## config.mk

```make
export PLATFORM = sky130hd
export DESIGN_NAME = comb_gates_seq_reduce_ctrl
export DESIGN_NICKNAME = d
export VERILOG_FILES = /design/src/rtl/comb_gates_pkg.sv /design/src/rtl/comb_gates_chunk_reduce.sv /design/src/rtl/comb_gates_seq_reduce_ctrl.sv
export SDC_FILE = /design/constraint.sdc
export NUM_CORES = 1
export LEC_CHECK = 0
export ABC_AREA = 1
export BUFFER_PORTS_ARGS = -buffer_cell sky130_fd_sc_hd__buf_2
export CORE_MARGIN = 2
export CORE_UTILIZATION = 35
export DETAILED_ROUTE_END_ITERATION = 12
export PLACE_DENSITY = 0.65
export SLEW_MARGIN = 10
export SYNTH_ARGS = -nofsm -noshare
export SYNTH_HDL_FRONTEND = slang
export SYNTH_SLANG_ARGS = --single-unit
export TNS_END_PERCENT = 1
```

## constraint.sdc

```tcl
create_clock -name clk -period 5.75 [get_ports clk]
set_clock_uncertainty 0.05 [all_clocks]
set_input_delay 0.8625 -clock clk [delete_from_list [all_inputs] [get_ports clk]]
set_output_delay 0.8625 -clock clk [all_outputs]
set_load 0.05 [all_outputs]
```

## src/rtl/comb_gates_pkg.sv

```systemverilog
// Shared types and sizing helpers for the chunked AND/OR reduction sequencer.
package comb_gates_pkg;

    typedef enum logic [1:0] {
        IDLE = 2'd0,
        BUSY = 2'd1,
        DONE = 2'd2
    } state_t;

    // Number of CHUNK-wide slices needed to cover an NBITS word.
    function automatic int calc_nchunk(input int nbits, input int chunk);
        return (nbits + chunk - 1) / chunk;
    endfunction

    // Width of the chunk index counter (at least one bit).
    function automatic int calc_idx_w(input int nchunk);
        return (nchunk > 1) ? $clog2(nchunk) : 1;
    endfunction

    // Width of the chunks-consumed count, which must be able to hold NCHUNK.
    function automatic int calc_cnt_w(input int nchunk);
        return (nchunk > 1) ? $clog2(nchunk + 1) : 1;
    endfunction

endpackage

```

## src/rtl/comb_gates_chunk_reduce.sv

```systemverilog
// Combinational CHUNK-bit AND/OR reducer. Lanes with mask=0 lie past the end of
// the word: they read as 1 for the AND and as 0 for the OR so they never change
// the result.
module comb_gates_chunk_reduce #(
    parameter int W = 25
) (
    input  logic [W-1:0] in_,
    input  logic [W-1:0] mask,
    output logic         and_out,
    output logic         or_out
);

    // Fold the valid lanes of the slice, neutralising the padding lanes.
    always_comb begin
        and_out = &(in_ | ~mask);
        or_out  = |(in_ & mask);
    end

endmodule

```

## src/rtl/comb_gates_seq_reduce_ctrl.sv

```systemverilog
// Sequencer that folds a wide word through one narrow reducer, one slice per
// cycle, and presents AND/NAND/OR/NOR of the whole word on a valid/ready port.
module comb_gates_seq_reduce_ctrl
    import comb_gates_pkg::*;
#(
    parameter  int NBITS      = 100,
    parameter  int CHUNK      = 25,
    parameter  int EARLY_EXIT = 1,
    localparam int NCHUNK     = calc_nchunk(NBITS, CHUNK),
    localparam int CNT_W      = calc_cnt_w(NCHUNK)
) (
    input  logic             clk,
    input  logic             reset,
    input  logic             in_val,
    output logic             in_rdy,
    input  logic [NBITS-1:0] in_,
    output logic             out_val,
    input  logic             out_rdy,
    output logic             out_and,
    output logic             out_nand,
    output logic             out_or,
    output logic             out_nor,
    output logic [CNT_W-1:0] out_chunks
);

    localparam int IDX_W = calc_idx_w(NCHUNK);
    localparam int WPAD  = NCHUNK * CHUNK;
    localparam logic [IDX_W-1:0] LAST_IDX = IDX_W'(NCHUNK - 1);

    state_t           state;
    logic [IDX_W-1:0] idx;
    logic [WPAD-1:0]  word_reg;
    logic             acc_and;
    logic             acc_or;

    logic [CHUNK-1:0] chunk_bits;
    logic [CHUNK-1:0] chunk_mask;
    logic             chunk_and;
    logic             chunk_or;
    logic             next_and;
    logic             next_or;
    logic             finish;

    // Select the current slice and mark which of its lanes hold real word bits.
    always_comb begin
        chunk_bits = CHUNK'(word_reg >> (int'(idx) * CHUNK));
        chunk_mask = '0;
        for (int i = 0; i < CHUNK; i++) begin
            chunk_mask[i] = ((int'(idx) * CHUNK + i) < NBITS);
        end
    end

    comb_gates_chunk_reduce #(
        .W (CHUNK)
    ) u_chunk_reduce (
        .in_     (chunk_bits),
        .mask    (chunk_mask),
        .and_out (chunk_and),
        .or_out  (chunk_or)
    );

    // Post-fold accumulator values and the decision to stop folding.
    always_comb begin
        next_and = acc_and & chunk_and;
        next_or  = acc_or | chunk_or;
        finish   = (idx == LAST_IDX) ||
                   ((EARLY_EXIT != 0) && !next_and && next_or);
    end

    // Control FSM with registered handshake and result outputs.
    always_ff @(posedge clk or negedge reset) begin
        if (!reset) begin
            state      <= IDLE;
            idx        <= '0;
            word_reg   <= '0;
            acc_and    <= 1'b0;
            acc_or     <= 1'b0;
            in_rdy     <= 1'b1;
            out_val    <= 1'b0;
            out_and    <= 1'b0;
            out_nand   <= 1'b0;
            out_or     <= 1'b0;
            out_nor    <= 1'b0;
            out_chunks <= '0;
        end else begin
            case (state)
                IDLE: begin
                    if (in_val && in_rdy) begin
                        word_reg <= WPAD'(in_);
                        idx      <= '0;
                        acc_and  <= 1'b1;
                        acc_or   <= 1'b0;
                        in_rdy   <= 1'b0;
                        state    <= BUSY;
                    end
                end
                BUSY: begin
                    acc_and <= next_and;
                    acc_or  <= next_or;
                    idx     <= idx + IDX_W'(1);
                    if (finish) begin
                        state      <= DONE;
                        out_val    <= 1'b1;
                        out_and    <= next_and;
                        out_nand   <= ~next_and;
                        out_or     <= next_or;
                        out_nor    <= ~next_or;
                        out_chunks <= CNT_W'(idx) + CNT_W'(1);
                    end
                end
                DONE: begin
                    if (out_rdy) begin
                        state      <= IDLE;
                        in_rdy     <= 1'b1;
                        out_val    <= 1'b0;
                        out_and    <= 1'b0;
                        out_nand   <= 1'b0;
                        out_or     <= 1'b0;
                        out_nor    <= 1'b0;
                        out_chunks <= '0;
                    end
                end
                default: begin
                    state  <= IDLE;
                    in_rdy <= 1'b1;
                end
            endcase
        end
    end

endmodule
```

Word level (Yosys, flattened, before mapping)
Cells that the tools add are included.

storage, ports and cells
  register bits = 115
  input port bits = 104
  output and inout bits = 9
  logic and storage cells = 119

operators by class
  add/subtract/negate cells = 26
  $mul = 1
  magnitude comparators = 25
  equality and inequality tests = 6
  shift operators = 1
  multiplexer cells = 26
  bitwise logic cells = 8
  reductions and logical operators = 14

operator list
  kind                                                         number
  less-than comparator 32 x 8 -> 1 bit, second input constant  24
  adder 32 x 5 -> 32 bit, second input constant                8
  adder 32 x 6 -> 32 bit, second input constant                8
  adder 32 x 4 -> 32 bit, second input constant                4
  right shift 100 x 32 -> 25 bit                               1
  adder 32 x 3 -> 32 bit, second input constant                2
  adder 32 x 2 -> 32 bit, second input constant                1
  bitwise AND 25 bit                                           1
  inverter 25 bit                                              1
  bitwise OR 25 bit                                            1
  AND reduction 25 bit                                         1
  OR reduction 25 bit                                          1
  case mux 1 bit (2 select lines)                              7
  2-to-1 mux 1 bit                                             9
  AND reduction 3 bit                                          3
  adder 7 x 5 -> 8 bit, second input constant                  1
  less-than comparator 8 x 7 -> 1 bit, second input constant   1
  2-to-1 mux 2 bit                                             4
  multiplier 2 x 5 -> 7 bit, second input constant             1
  2-to-1 mux 3 bit                                             2
  != test 2 bit, second input constant                         3
  case mux 2 bit (3 select lines)                              1
  case mux 3 bit (2 select lines)                              1
  equality test 2 bit, second input constant                   2
  other kinds (14)                                             19

Longest topological paths before layout
  depth in word-level cells = 12
  gate-level depth with buffers = 21
  mapped depth without buffers = 19

By module
A second synthesis with hierarchy kept.

unflattened totals
  cell total of the unflattened synthesis = 822
  area total of the unflattened synthesis = 5913.2 um^2

by module, submodules not included
  module                      times used  cells each  area an instance (um^2)
  comb_gates_seq_reduce_ctrl  1           706         5456.5
  comb_gates_chunk_reduce     1           116         456.7

Worst setup path after synthesis
No wires, ideal clock.

  path type = register to register
  from = reg idx[0]
  to = reg out_and
  setup time = 65 ps
  arrival time = 2488 ps
  slack = 3147 ps
  cell stages (with the launch flop) = 20
  path buffers = 2
  cells stage by stage = dfrtp_1 inv_2 buf_6 buf_2 ha_1 ha_1 nand2_1 o21ai_0 inv_1 nand2_1 nand2_1 nor2_1 nand2_1 nor2_1 nand2_1 nand2_2 nand2_4 nand2_4 nand2_1 nand2_1

on the way
  longest elaborated chain between the ends = 12
  elaborated cells on any way between the ends = 66

ends and longest elaborated chain
  element                                                                                             RTL line                                                            RTL
  start: declaration                                                                                  comb_gates_seq_reduce_ctrl.sv:31                                    logic [IDX_W-1:0] idx;
  start signal: assignment                                                                            comb_gates_seq_reduce_ctrl.sv:100                                   idx <= idx + IDX_W'(1);
  multiplier 2 x 5 -> 7 bit                                                                           comb_gates_seq_reduce_ctrl.sv:46, comb_gates_seq_reduce_ctrl.sv:49
  adder 32 x 2 -> 32 bit (tied with other cells)                                                      comb_gates_seq_reduce_ctrl.sv:49                                    chunk_mask[i] = ((int'(idx) * CHUNK + i) < NBITS);
  less-than comparator 32 x 8 -> 1 bit / less-than comparator 8 x 7 -> 1 bit (equally long branches)  comb_gates_seq_reduce_ctrl.sv:49
  inverter 25 bit                                                                                     comb_gates_chunk_reduce.sv:15                                       and_out = &(in_ | ~mask);
  bitwise OR 25 bit                                                                                   comb_gates_chunk_reduce.sv:15
  AND reduction 25 bit                                                                                comb_gates_chunk_reduce.sv:15
  bitwise AND 1 bit                                                                                   comb_gates_seq_reduce_ctrl.sv:64                                    next_and = acc_and & chunk_and;
  logical NOT 1 bit                                                                                   comb_gates_seq_reduce_ctrl.sv:67                                    ((EARLY_EXIT != 0) && !next_and && next_or);
  logical AND 1 bit                                                                                   comb_gates_seq_reduce_ctrl.sv:67
  logical OR 1 bit                                                                                    comb_gates_seq_reduce_ctrl.sv:66                                    finish = (idx == LAST_IDX) ||
  != test 2 bit (no source line)                                                                      n/a
  AND reduction 3 bit (no source line)                                                                n/a
  end signal: assignment                                                                              comb_gates_seq_reduce_ctrl.sv:104                                   out_and <= next_and;
  end: declaration                                                                                    comb_gates_seq_reduce_ctrl.sv:19                                    output logic out_and,

Several ways; a longest one is shown, not always the timed one. The select of a mux whose other input is x is not followed.
A chain may end at the register's enable or synchronous reset.

Worst setup path in the final report
  from = reg idx[1]
  to = reg out_or

on the way
  longest elaborated chain between the ends = 12
  elaborated cells on any way between the ends = 66

ends and longest elaborated chain
  element                                                                                             RTL line                                                            RTL
  multiplier 2 x 5 -> 7 bit                                                                           comb_gates_seq_reduce_ctrl.sv:46, comb_gates_seq_reduce_ctrl.sv:49
  adder 32 x 2 -> 32 bit (tied with other cells)                                                      comb_gates_seq_reduce_ctrl.sv:49
  less-than comparator 32 x 8 -> 1 bit / less-than comparator 8 x 7 -> 1 bit (equally long branches)  comb_gates_seq_reduce_ctrl.sv:49
  inverter 25 bit                                                                                     comb_gates_chunk_reduce.sv:15
  bitwise OR 25 bit                                                                                   comb_gates_chunk_reduce.sv:15
  AND reduction 25 bit                                                                                comb_gates_chunk_reduce.sv:15
  bitwise AND 1 bit                                                                                   comb_gates_seq_reduce_ctrl.sv:64
  logical NOT 1 bit                                                                                   comb_gates_seq_reduce_ctrl.sv:67
  logical AND 1 bit                                                                                   comb_gates_seq_reduce_ctrl.sv:67
  logical OR 1 bit                                                                                    comb_gates_seq_reduce_ctrl.sv:66
  != test 2 bit (no source line)                                                                      n/a
  AND reduction 3 bit (no source line)                                                                n/a
  end signal: assignment                                                                              comb_gates_seq_reduce_ctrl.sv:106                                   out_or <= next_or;
  end: declaration                                                                                    comb_gates_seq_reduce_ctrl.sv:21                                    output logic out_or,

Several ways; a longest one is shown, not always the timed one. The select of a mux whose other input is x is not followed.

==> results.md <==
- For this run, the detailed router's first-pass iteration total came to 5.
- The type of the worst min-delay path is reg2reg.
- The total met2 wirelength after detailed routing is 7933 µm.
- The adder and majority cell fraction of the synthesized area is 2.289%.
- The count of standard-cell rows is 47.
- The detailed router put a total of 7515 µm of wire on met1.
- The count of buffers from port buffering is 112.
- Counting flops with an async set or reset pin after synthesis yields a share of 100.0%.
- The core region is 0.01670 mm².
- The number of hold buffers added after CTS was 0.
- In the final routed layout, each cell accounts on average for 13.67 µm.
- The post-cts gate resize count is 0.
- The actual slew at the worst max-slew pin is 0.9241 ns.
- The synthesized-area fraction occupied by ao, oa, aoi and oai cells is 1.915%.
- Sorting the synthesized cells by area gives the leading types as sky130_fd_sc_hd__dfrtp_1, sky130_fd_sc_hd__nand2_1, sky130_fd_sc_hd__nand3_1.
- The antenna cell count is 0.
- The run finished with clean final reports.
- The fraction of synthesized area in multiplexers is 0%.
- The tree is rooted in a sky130_fd_sc_hd__clkbuf_16.
- For this run, the post-layout net count is 1086.
- The biggest area contributor in the post-synthesis netlist is sky130_fd_sc_hd__dfrtp_1.
- The smallest clock period supported by the final layout is computed as 3.122 ns.
- The total global routing track utilization is 18.83%.
- During I/O placement, the number of pins put on the boundary was 113.
- The cell area reported after detailed placement is 0.006719 mm².
- The number of global-route vias before repair is 5398.
- The biggest fanout along the worst timing path is 18.
- Once detail routing completed, the nets flagged for antenna violations numbered 0.
- Once placement completed, the tool counted placed cells totaling 1172.
- The fmax is 320.3 MHz.
- The final instance area is 0.007307 mm².
- The fraction of final layout cells sized beyond drive strength 1 is 16.06%.
- The highest layer touched by signal routing is met4.
- The startpoint class of the critical path is a flip-flop.
- The clock-pin transition on the worst setup and hold timing paths is 0.06 ns.
- The CTS tree is done.
- The total via count after detailed routing is 5552.
- Power spread over the standard cell area amounts to 563.6 mW/mm².
- The relative max-transition margin is 38.39%.
- Data on the critical path is required at its endpoint by 6.06 ns.
- The placer congestion estimate is 0.9046.
- The number of flip-flops in the largest register is 100.
- The distinct cell type count after synthesis is 21.
- The longest clock path from root to sink contains 2 buffers.
- The count of final max-slew check failures came to 0.
- The overall die height is 135.1 µm.
- The routed design has 16450 µm of wire.
- The first global-routing pass estimated 26390 µm of wire.
- The setup TNS is 0 ns.
- The arrival time reported for the critical path endpoint is 3.43 ns.
- The main flop type after synthesis is sky130_fd_sc_hd__dfrtp_1.
- The synthesized netlist occupies a cell area of 0.006012 mm².
- The total die area is 0.01824 mm².
- The xor/xnor share of the synthesized area is 0%.
- Setup repair after global routing left no endpoint under its margin.
- Synthesis inferred 115 register bits.
- The critical setup path kind is reg2reg.
- The proportion of synthesized chip area in sequential cells is 47.89%.
- Counting every net in the synthesized netlist gives 989.
- The TritonCTS sink count is 115.
- Once the floorplan was initialized, standard cells occupied 36.00% of the core.
- The met3 routed wirelength is 756 µm.
- The worst setup path is captured at a flip-flop.
- The global-route congestion overflow total is 0.
- The non-filler instance count after layout is 1204.
- The number of remaining DRC errors is 0.
- The final period utilization is 54.30%.
- The layout has 1802 filler cells.
- The total of endpoints with negative setup slack in the final report is 0.
- The clock latency at the later pin of the worst-skew pair is 0.42 ns.
- The final count of hold timing violations is 0.
- The count of flip-flops with a built-in enable after synthesis is 0.
- The clock tree synthesis step divided the H-tree into 4 levels.
- After synthesis, the largest family of logic cells by area is simple AND/OR/NAND/NOR gates.
- Synthesis produced a netlist whose cell count is 874.
- The maximum number of pins on one net before global-route repair is 104.
- A synthesized cell averages 6.879 µm².
- Using the TritonRoute via totals, the vias-per-cell ratio works out to 4.611.
- The post-synthesis to final-layout area growth is 21.54%.
- The buffers inserted during post-CTS setup optimization is 0.
- The static leakage power is 4.174 nW.
- The count of warnings emitted by yosys is 0.
- The die extent in x is 135.1 µm.
- After Yosys synthesis, and, or, nand and nor cells account for 43.14% of the synthesized area.
- The reported max-cap violation count is 0.
- Once detailed placement completed, the half-perimeter wirelength came to 11740 µm.
- For this block, the initial DRC count from the detailed router was 371.
- The number of antenna violations at the first check in global routing is 0.
- The worst-case IR drop observed on VDD is 0.0002853 V.
- The top cell type by area accounts for 47.45% of the synthesized area.
- The number of clock buffers added by TritonCTS is 17.
-- power by group --
group          switching [mW]  leakage, nW  total [mW]  internal, mW
Combinational            1.13         2.48        1.66         0.528
Clock                   0.383        0.267        1.04         0.658
Sequential              0.220         1.43        1.41          1.19
Total                    1.74         4.17        4.12          2.38
-- path summary, 6_finish.rpt --
path | startpoint | to | slack [ns] | cells after the start
setup / recovery | idx[1] | out_or | 2.63 | 17
hold / removal | word_reg[83] | word_reg[83] | 0.42 | 2
setup reg to reg | idx[1] | out_or | 2.63 | 17
hold reg to reg | word_reg[83] | word_reg[83] | 0.42 | 2
max in group asynchronous | reset | idx[0] | 3.97 | 2
min in group asynchronous | reset | word_reg[67] | 0.47 | 1
-- worst max-delay path, stage by stage (launching register included) --
cell                      delay, ns
sky130_fd_sc_hd__dfrtp_1       0.71
sky130_fd_sc_hd__buf_4         0.33
sky130_fd_sc_hd__ha_1          0.27
sky130_fd_sc_hd__ha_1          0.32
sky130_fd_sc_hd__nand2_1       0.16
sky130_fd_sc_hd__nand2_1       0.18
sky130_fd_sc_hd__nor2_1        0.08
sky130_fd_sc_hd__nand2_1       0.08
sky130_fd_sc_hd__o21ai_0       0.08
sky130_fd_sc_hd__nor2_1        0.09
sky130_fd_sc_hd__nand2_1       0.05
sky130_fd_sc_hd__nor2_1        0.13
sky130_fd_sc_hd__nand2_1       0.12
sky130_fd_sc_hd__nand2_2       0.09
sky130_fd_sc_hd__nand2_4       0.09
sky130_fd_sc_hd__nand2_4       0.11
sky130_fd_sc_hd__nand2_1       0.06
sky130_fd_sc_hd__nand2_1       0.05
-- final cells by class --
class / instances / area, µm² / area share [%]
clock inverters: 12 / 131.4 / 1.798
clock buffers: 20 / 456.7 / 6.250
well taps: 220 / 275.3 / 3.767
flip-flops and latches: 115 / 2880 / 39.42
repair buffers: 119 / 615.6 / 8.425
inverters: 25 / 93.84 / 1.284
multi-input cells: 693 / 2854 / 39.06
-- metrics by stage --
step / utilization [%] / total power, mW / hold WS (ns) / setup slack [ns]
2_1_floorplan: - / 2.625 / 0.3917 / 3.147
3_3_place_gp: 40.23 / 3.075 / 0.4048 / 2.724
5_1_grt: 43.75 / 4.479 / 0.4408 / 2.231
4_1_cts: 43.75 / 4.160 / 0.4228 / 2.618
3_5_place_dp: 40.23 / 3.097 / 0.4084 / 2.629
6_report: 43.75 / 4.118 / 0.4166 / 2.628
-- cell usage after synthesis (2+ instances only) --
cell and number:
sky130_fd_sc_hd__o21ai_1 3, sky130_fd_sc_hd__buf_4 3, sky130_fd_sc_hd__nand2_4 2, sky130_fd_sc_hd__a21oi_1 6, sky130_fd_sc_hd__nand4_1 2, sky130_fd_sc_hd__nor2_1 32
sky130_fd_sc_hd__inv_1 23, sky130_fd_sc_hd__ha_1 11, sky130_fd_sc_hd__nand3_1 75, sky130_fd_sc_hd__buf_2 10, sky130_fd_sc_hd__nand2_1 548, sky130_fd_sc_hd__o21ai_0 11
sky130_fd_sc_hd__dfrtp_1 114, sky130_fd_sc_hd__clkbuf_1 26, sky130_fd_sc_hd__buf_6 2
-- routing by layer --
metal | up-vias | track usage [%]
met4 | 0 | 5.961
met2 | 124 | 31.73
met5 | - | 0
met1 | 2528 | 23.68
li1 | 2882 | -
met3 | 18 | 4.955
-- layout by cell type, fill, tap and decap left out, drive strengths merged --
master / instances
buf: 119
ha: 11
bufinv: 2
nand4: 2
inv: 25
clkinv: 3
a21oi: 6
clkbuf: 20
o21ai: 14
nand3: 75
clkinvlp: 7
dfrtp: 114
dfstp: 1
a22o: 1
o22ai: 1
nand2: 551
nor2: 32
-- cell families after synthesis --
family	after synthesis
AOI/OAI and AO/OA	22
DFF	115
and+or+nand+nor	660
adders and majority gates	11
buffers and inverters	66
No activity file was read; power rests on OpenSTA's default activity.
